==> src/rtl/kyber_enc_pkg.sv <==
// Shared constants, state encoding and helpers for the ByteEncode_d streaming stage.
package kyber_enc_pkg;

  localparam int KYBER_N = 256;
  localparam int KYBER_Q = 3329;
  localparam int COEF_W  = 12;
  localparam int MAX_D   = 12;
  localparam int ACC_W   = MAX_D + 7;

  typedef enum logic [1:0] {
    IDLE,
    RUN,
    DONE
  } enc_state_t;

  // 32*d bytes per polynomial; 384 at d=12 still fits the 9-bit byte counter.
  function automatic logic [8:0] bytes_per_poly(input logic [3:0] d);
    return {d, 5'b0_0000};
  endfunction

endpackage

==> src/rtl/byte_encode_stream_bit_accumulator.sv <==
// LSB-first bit accumulator: inserts d-bit coefficients at the fill level and
// retires whole bytes from the bottom, shift applied before insert.
module bit_accumulator
  import kyber_enc_pkg::*;
(
  input  logic              clk,
  input  logic              rst,
  input  logic              clear,
  input  logic [3:0]        d,
  input  logic              ins,
  input  logic [COEF_W-1:0] coef,
  input  logic              shift,
  output logic [7:0]        low_byte,
  output logic [4:0]        cnt
);

  logic [ACC_W-1:0] acc;
  logic [ACC_W-1:0] acc_base;
  logic [ACC_W-1:0] acc_next;
  logic [ACC_W-1:0] coef_bits;
  logic [4:0]       cnt_base;
  logic [4:0]       cnt_next;

  // The byte shift lands first so the new coefficient goes in at the post-shift level.
  always_comb begin
    acc_base  = shift ? (acc >> 8) : acc;
    cnt_base  = shift ? (cnt - 5'd8) : cnt;
    coef_bits = ACC_W'(coef) & ((ACC_W'(1) << d) - ACC_W'(1));
    acc_next  = acc_base;
    cnt_next  = cnt_base;
    if (ins) begin
      acc_next = acc_base | (coef_bits << cnt_base);
      cnt_next = cnt_base + {1'b0, d};
    end
  end

  always_ff @(posedge clk or posedge rst) begin
    if (rst) begin
      acc <= '0;
      cnt <= '0;
    end else if (clear) begin
      acc <= '0;
      cnt <= '0;
    end else begin
      acc <= acc_next;
      cnt <= cnt_next;
    end
  end

  assign low_byte = acc[7:0];

endmodule

==> src/rtl/byte_encode_stream.sv <==
// Streaming ByteEncode_d: packs 256 d-bit coefficients LSB-first into 32*d bytes
// with valid/ready on both sides; d is latched per polynomial at start.
module byte_encode_stream
  import kyber_enc_pkg::*;
(
  input  logic              clk,
  input  logic              rst,
  input  logic              start,
  input  logic [3:0]        d_in,
  output logic              busy,
  output logic              err,
  input  logic              coef_valid,
  output logic              coef_ready,
  input  logic [COEF_W-1:0] coef,
  output logic              byte_valid,
  input  logic              byte_ready,
  output logic [7:0]        byte_data,
  output logic              byte_last,
  output logic              done
);

  enc_state_t state;
  enc_state_t state_next;
  logic [3:0] d_reg;
  logic [8:0] coef_cnt;
  logic [8:0] byte_cnt;
  logic [4:0] acc_cnt;
  logic [7:0] acc_byte;
  logic       d_legal;
  logic       start_ok;
  logic       coef_fire;
  logic       byte_fire;
  logic       err_q;

  assign d_legal    = (d_in != 4'd0) && (d_in <= 4'(MAX_D));
  assign start_ok   = (state == IDLE) && start && d_legal;
  assign coef_ready = (state == RUN) && (coef_cnt < 9'(KYBER_N)) && (acc_cnt < 5'd8);
  assign byte_valid = (state == RUN) && (acc_cnt >= 5'd8);
  assign byte_data  = acc_byte;
  assign byte_last  = byte_valid && (byte_cnt == bytes_per_poly(d_reg) - 9'd1);
  assign coef_fire  = coef_valid && coef_ready;
  assign byte_fire  = byte_valid && byte_ready;
  assign busy       = (state == RUN);
  assign done       = (state == DONE);
  assign err        = err_q;

  always_comb begin
    state_next = state;
    case (state)
      IDLE:    if (start_ok) state_next = RUN;
      RUN:     if (byte_fire && byte_last) state_next = DONE;
      DONE:    state_next = IDLE;
      default: state_next = IDLE;
    endcase
  end

  // Starts arriving outside IDLE are ignored entirely: no err and no relatch of d.
  always_ff @(posedge clk or posedge rst) begin
    if (rst) begin
      state    <= IDLE;
      d_reg    <= '0;
      coef_cnt <= '0;
      byte_cnt <= '0;
      err_q    <= 1'b0;
    end else begin
      state <= state_next;
      err_q <= (state == IDLE) && start && !d_legal;
      if (start_ok) begin
        d_reg    <= d_in;
        coef_cnt <= '0;
        byte_cnt <= '0;
      end else begin
        if (coef_fire) coef_cnt <= coef_cnt + 9'd1;
        if (byte_fire) byte_cnt <= byte_cnt + 9'd1;
      end
    end
  end

  bit_accumulator u_acc (
    .clk      (clk),
    .rst      (rst),
    .clear    (start_ok),
    .d        (d_reg),
    .ins      (coef_fire),
    .coef     (coef),
    .shift    (byte_fire),
    .low_byte (acc_byte),
    .cnt      (acc_cnt)
  );

endmodule
==> config.mk <==
export PLATFORM = sky130hd
export DESIGN_NAME = byte_encode_stream
export DESIGN_NICKNAME = d
export VERILOG_FILES = /design/src/rtl/kyber_enc_pkg.sv /design/src/rtl/byte_encode_stream_bit_accumulator.sv /design/src/rtl/byte_encode_stream.sv
export SDC_FILE = /design/constraint.sdc
export NUM_CORES = 1
export LEC_CHECK = 0
export CAP_MARGIN = 0
export CORE_MARGIN = 3
export CORE_UTILIZATION = 35
export CTS_BUF_LIST = sky130_fd_sc_hd__clkbuf_4 sky130_fd_sc_hd__clkbuf_8 sky130_fd_sc_hd__clkbuf_16
export DETAILED_ROUTE_END_ITERATION = 6
export DONT_BUFFER_PORTS = 1
export GPL_TIMING_DRIVEN = 0
export PLACE_DENSITY = 0.61
export SYNTH_ARGS = -nofsm -noshare
export SYNTH_HDL_FRONTEND = slang
export SYNTH_SLANG_ARGS = --single-unit
==> constraint.sdc <==
create_clock -name clk -period 4.7 [get_ports clk]
set_input_delay 0.705 -clock clk [delete_from_list [all_inputs] [get_ports clk]]
set_output_delay 0.705 -clock clk [all_outputs]
set_load 0.01 [all_outputs]
==> flow_summary.html <==
<table>
<tr><th>Metric</th><th>Value</th></tr>
<tr><th colspan="2">Finish</th></tr>
<tr><td>Fraction of layout cells with a size suffix above 1</td><td>0.136</td></tr>
<tr><td>Design area</td><td>4180 um^2</td></tr>
<tr><td>Final nets</td><td>490</td></tr>
<tr><td>Layout filler cell count</td><td>1,094</td></tr>
<tr><td>Register with the highest flop count</td><td>u_acc.acc</td></tr>
<tr><td>Count of non-filler cells in the finished layout</td><td>592</td></tr>
<tr><td>Antenna diodes</td><td>0</td></tr>
<tr><td>Top flop regs</td><td>u_acc.acc: 19 flops, byte_cnt: 9 flops, coef_cnt: 9 flops</td></tr>
<tr><td>Area growth from synthesis to layout</td><td>7.46%</td></tr>
<tr><td>Flip-flop count of the largest register after layout</td><td>19</td></tr>
<tr><th colspan="2">CTS</th></tr>
<tr><td>Worst-skew pair later-pin latency</td><td>0.32 ns</td></tr>
<tr><td>Cells resized by post-CTS repair</td><td>0</td></tr>
<tr><td>CTS tree</td><td>built</td></tr>
<tr><td>Number of CTS-inserted buffers</td><td>5</td></tr>
<tr><td>Number of buffers between clock root and the deepest sink</td><td>2</td></tr>
<tr><td>Clock transition at path regs</td><td>0.10 ns</td></tr>
<tr><td>Count of hold buffers inserted by post-cts repair</td><td>0</td></tr>
<tr><td>Num Clock Sinks</td><td>49</td></tr>
<tr><td>H-tree depth</td><td>2</td></tr>
<tr><td>Root buffer selected by CTS</td><td>sky130_fd_sc_hd__clkbuf_8</td></tr>
<tr><td># Post-CTS Setup Buffers</td><td>0</td></tr>
<tr><th colspan="2">Synthesis</th></tr>
<tr><td>Synth top cells by count</td><td>59 x sky130_fd_sc_hd__nand2_1, 49 x sky130_fd_sc_hd__dfrtp_1, 41 x sky130_fd_sc_hd__nor2_1</td></tr>
<tr><td>Number of flops mapped to enable cells by yosys</td><td>0</td></tr>
<tr><td>Cell type with the highest aggregate area in the netlist</td><td>sky130_fd_sc_hd__dfrtp_1</td></tr>
<tr><td>Mapped Cells</td><td>447</td></tr>
<tr><td>Distinct cells, synth</td><td>88</td></tr>
<tr><td>Share of the yosys chip area belonging to registers</td><td>0.315</td></tr>
<tr><td>Top flip-flop cell by instance count after synthesis</td><td>sky130_fd_sc_hd__dfrtp_1</td></tr>
<tr><td>Proportion of netlist area held by the largest area contributor</td><td>0.315</td></tr>
<tr><td>Share of synthesized registers carrying an async set or reset</td><td>1.00</td></tr>
<tr><td>Most frequent cell after synthesis</td><td>sky130_fd_sc_hd__nand2_1</td></tr>
<tr><td>Number of nets in the synthesized netlist</td><td>482</td></tr>
<tr><td>Synth warn</td><td>0</td></tr>
<tr><td>Top area cells in the synthesized netlist</td><td>sky130_fd_sc_hd__dfrtp_1 32%, sky130_fd_sc_hd__nand2_1 5.7%, sky130_fd_sc_hd__ha_1 4.2%</td></tr>
<tr><td>Netlist Area Pre-Place</td><td>3890 um^2</td></tr>
<tr><td>Avg Synthesized Cell Area</td><td>~8.7 um^2</td></tr>
<tr><td>#FFs+latches synth</td><td>49</td></tr>
<tr><th colspan="2">Placed design</th></tr>
<tr><td>Number of buffers inserted by port buffering</td><td>0</td></tr>
<tr><td>Number of cells after detailed placement</td><td>between 500 and 600</td></tr>
<tr><td>Detailed placer's ending HPWL</td><td>8420 um</td></tr>
<tr><td>Cell area after placement</td><td>slightly above 4000 um^2</td></tr>
<tr><td>RD Place Congestion</td><td>0.961</td></tr>
<tr><th colspan="2">Critical path</th></tr>
<tr><td>Total number of cells along the worst setup path</td><td>13</td></tr>
<tr><td>Maximum cell stage delay along the critical path</td><td>0.48 ns</td></tr>
<tr><td>Logic depth of the worst register-to-register path</td><td>13</td></tr>
<tr><td>Worst flop-to-flop path startpoint</td><td>d_reg[1]</td></tr>
<tr><td>Largest driver fanout on the critical path</td><td>10</td></tr>
<tr><td>Startpoint types</td><td>flip-flop</td></tr>
<tr><td>Worst setup EP type</td><td>flip-flop</td></tr>
<tr><td>Critical path, cell by cell</td><td>inv_1 &gt; ha_1 &gt; buf_6 &gt; or3b_1 &gt; buf_2 &gt; ha_1 &gt; buf_6 &gt; and3b_1 &gt; o41ai_4 &gt; a2bb2oi_1 &gt; a22oi_1 &gt; mux2i_1 &gt; o22ai_1</td></tr>
<tr><td>Register-to-register setup slack</td><td>0.88 ns</td></tr>
<tr><td>Crit path buf inv count</td><td>4</td></tr>
<tr><td>Crit path max-delay family</td><td>compound AO/OA/AOI/OAI gates</td></tr>
<tr><td>Reg-to-reg endpoint</td><td>u_acc.acc[7]</td></tr>
<tr><td>Crit path max-delay cell type</td><td>sky130_fd_sc_hd__dfrtp_1</td></tr>
<tr><td>Crit path required time</td><td>4.87 ns</td></tr>
<tr><td>Type of the worst setup path</td><td>flip-flop to flip-flop</td></tr>
<tr><td>Critical path arrival</td><td>approximately 4 ns</td></tr>
<tr><th colspan="2">GRT</th></tr>
<tr><td>Via count of the first global-routing pass</td><td>around 3,400</td></tr>
<tr><td>Global-route usage over all layers</td><td>0.181</td></tr>
<tr><td>Number of antenna violations at the first check in global routing</td><td>0</td></tr>
<tr><td>Largest net degree at the start of global routing</td><td>42</td></tr>
<tr><td>Overall overflow remaining after global route</td><td>0</td></tr>
<tr><td>First-pass GRT wire length</td><td>18,200 um</td></tr>
<tr><th colspan="2">Power</th></tr>
<tr><td>Maximum resistive drop on vdd</td><td>between 200 and 300 uV</td></tr>
<tr><td>Leakage power figure</td><td>1.75 nW</td></tr>
<tr><td>Power density over the cells</td><td>668 nW/um^2</td></tr>
<tr><td>Total power after layout</td><td>2.79 mW</td></tr>
<tr><th colspan="2">STA</th></tr>
<tr><td>Final worst clock skew</td><td>around 0.0073 ns</td></tr>
<tr><td>Highest achievable clock rate</td><td>between 200 and 300 MHz</td></tr>
<tr><td>Transition at the pin with the smallest max-transition slack</td><td>0.718 ns</td></tr>
<tr><td>Fin crit period</td><td>3.82 ns</td></tr>
<tr><td>Number of max-slew violations in the final report</td><td>0</td></tr>
<tr><td>Part of the cycle the worst path needs</td><td>0.813</td></tr>
<tr><td># setup viols final</td><td>0</td></tr>
<tr><td>Worst slew margin relative to its limit</td><td>0.520</td></tr>
<tr><td>Total negative slack for setup checks</td><td>0 ns</td></tr>
<tr><td>Setup repair after global routing missed its margin</td><td>no</td></tr>
<tr><td>Final hold violation count</td><td>0</td></tr>
<tr><th colspan="2">Detailed routing</th></tr>
<tr><td>Antenna Nets Post-Route</td><td>0</td></tr>
<tr><td>Routed len/inst</td><td>18.7 um</td></tr>
<tr><td>Drt via density</td><td>5.95</td></tr>
<tr><td>Total wire length after detailed routing</td><td>about 11,000 um</td></tr>
<tr><td>Post-route DRC</td><td>0</td></tr>
<tr><td>Number of DRC markers after the initial detailed-route iteration</td><td>233</td></tr>
<tr><td>Count of TritonRoute iterations in the first routing pass</td><td>5</td></tr>
<tr><td>Total number of vias</td><td>3,525</td></tr>
<tr><th colspan="2">Floorplanning</th></tr>
<tr><td>IO Pins</td><td>35</td></tr>
<tr><td>Die area</td><td>between 10,000 and 15,000 um^2</td></tr>
<tr><td>Core Rows</td><td>37</td></tr>
<tr><td>Starting density of the core</td><td>0.369</td></tr>
<tr><td>Horizontal die dimension</td><td>111 um</td></tr>
<tr><td>Area of the core</td><td>~11,000 um^2</td></tr>
<tr><td>Die height</td><td>about 110 um</td></tr>
<tr><th colspan="2">Flow run</th></tr>
<tr><td>Max-capacitance violation count</td><td>0</td></tr>
<tr><th colspan="2">Hold path</th></tr>
<tr><td>Tightest Hold Check Type</td><td>primary input to async pin</td></tr>
<tr><th colspan="2">Status</th></tr>
<tr><td>Status</td><td>complete, no violations</td></tr>
</table>
[cells in the final DEF (no fill, tap or decap), drive strengths merged, types with 9 or more instances in the layout]
master   n
nand2   61
dfrtp   49
nor2    44
buf     23
a21oi   22
clkbuf  19
o21ai   18
xor2    13
ha      13
nor3    12
nand4   11
inv     11
nand3    9
[metal layers]
metal	share of wire	up-vias	GRT usage
li1	-	1655	-
met1	0.46	1722	0.251
met2	0.46	131	0.282
met3	0.060	17	0.0375
met4	0.015	0	0.0584
met5	0	-	0
[stage by stage]
stage          setup WS, ns  utilization  hold slack, ns
3_3_place_gp          0.943        0.385           0.487
6_report              0.881        0.396           0.173
3_5_place_dp          0.930        0.387           0.494
4_1_cts               0.898        0.396           0.173
5_1_grt               0.674        0.396           0.171
2_1_floorplan          1.44            -           0.455
[cell families after synthesis]
kind of cell / Yosys count / share of synthesized area
flip-flops: 49 / 0.315
multiplexers: 7 / 0.0180
XOR/XNOR: 21 / 0.0473
AO/OA/AOI/OAI: 118 / 0.225
AND/OR/NAND/NOR: 191 / 0.267
adder cells (fa/ha/maj): 14 / 0.0469
buffers and inverters: 47 / 0.0813
[area by class of cell]
cell class	instances	area (um^2)	area share
buffer	35	272	0.0649
clock buffer	6	82.6	0.0197
clock inverter	2	17.5	0.00419
inverter	12	45.0	0.0108
multi-input combinational	351	2350	0.562
sequential	49	1230	0.293
tap	136	170	0.0407
timing repair buffer	1	20.0	0.00479
[power breakdown]
group          internal (mW)  total (mW)  switching [mW]
Sequential             0.547       0.680           0.133
Clock                  0.123       0.287           0.165
Combinational          0.741        1.83            1.09
[worst max path at each step]
stage / to / start
floorplan: u_acc.acc[12] / d_reg[1]
global placement: u_acc.acc[7] / d_reg[0]
detailed placement: u_acc.acc[7] / d_reg[1]
CTS: u_acc.acc[7] / d_reg[1]
global route: u_acc.acc[7] / d_reg[1]
finish: u_acc.acc[7] / d_reg[1]
[worst reg2reg max path: stages, from the launching register on]
cell and delay, ns:
sky130_fd_sc_hd__dfrtp_1 0.48, sky130_fd_sc_hd__inv_1 0.17, sky130_fd_sc_hd__ha_1 0.36, sky130_fd_sc_hd__buf_6 0.19, sky130_fd_sc_hd__or3b_1 0.35, sky130_fd_sc_hd__buf_2 0.16, sky130_fd_sc_hd__ha_1 0.24, sky130_fd_sc_hd__buf_6 0.16
sky130_fd_sc_hd__and3b_1 0.18, sky130_fd_sc_hd__o41ai_4 0.45, sky130_fd_sc_hd__a2bb2oi_1 0.37, sky130_fd_sc_hd__a22oi_1 0.19, sky130_fd_sc_hd__mux2i_1 0.25, sky130_fd_sc_hd__o22ai_1 0.11
Note: power is estimated with default switching activity, not from simulation.
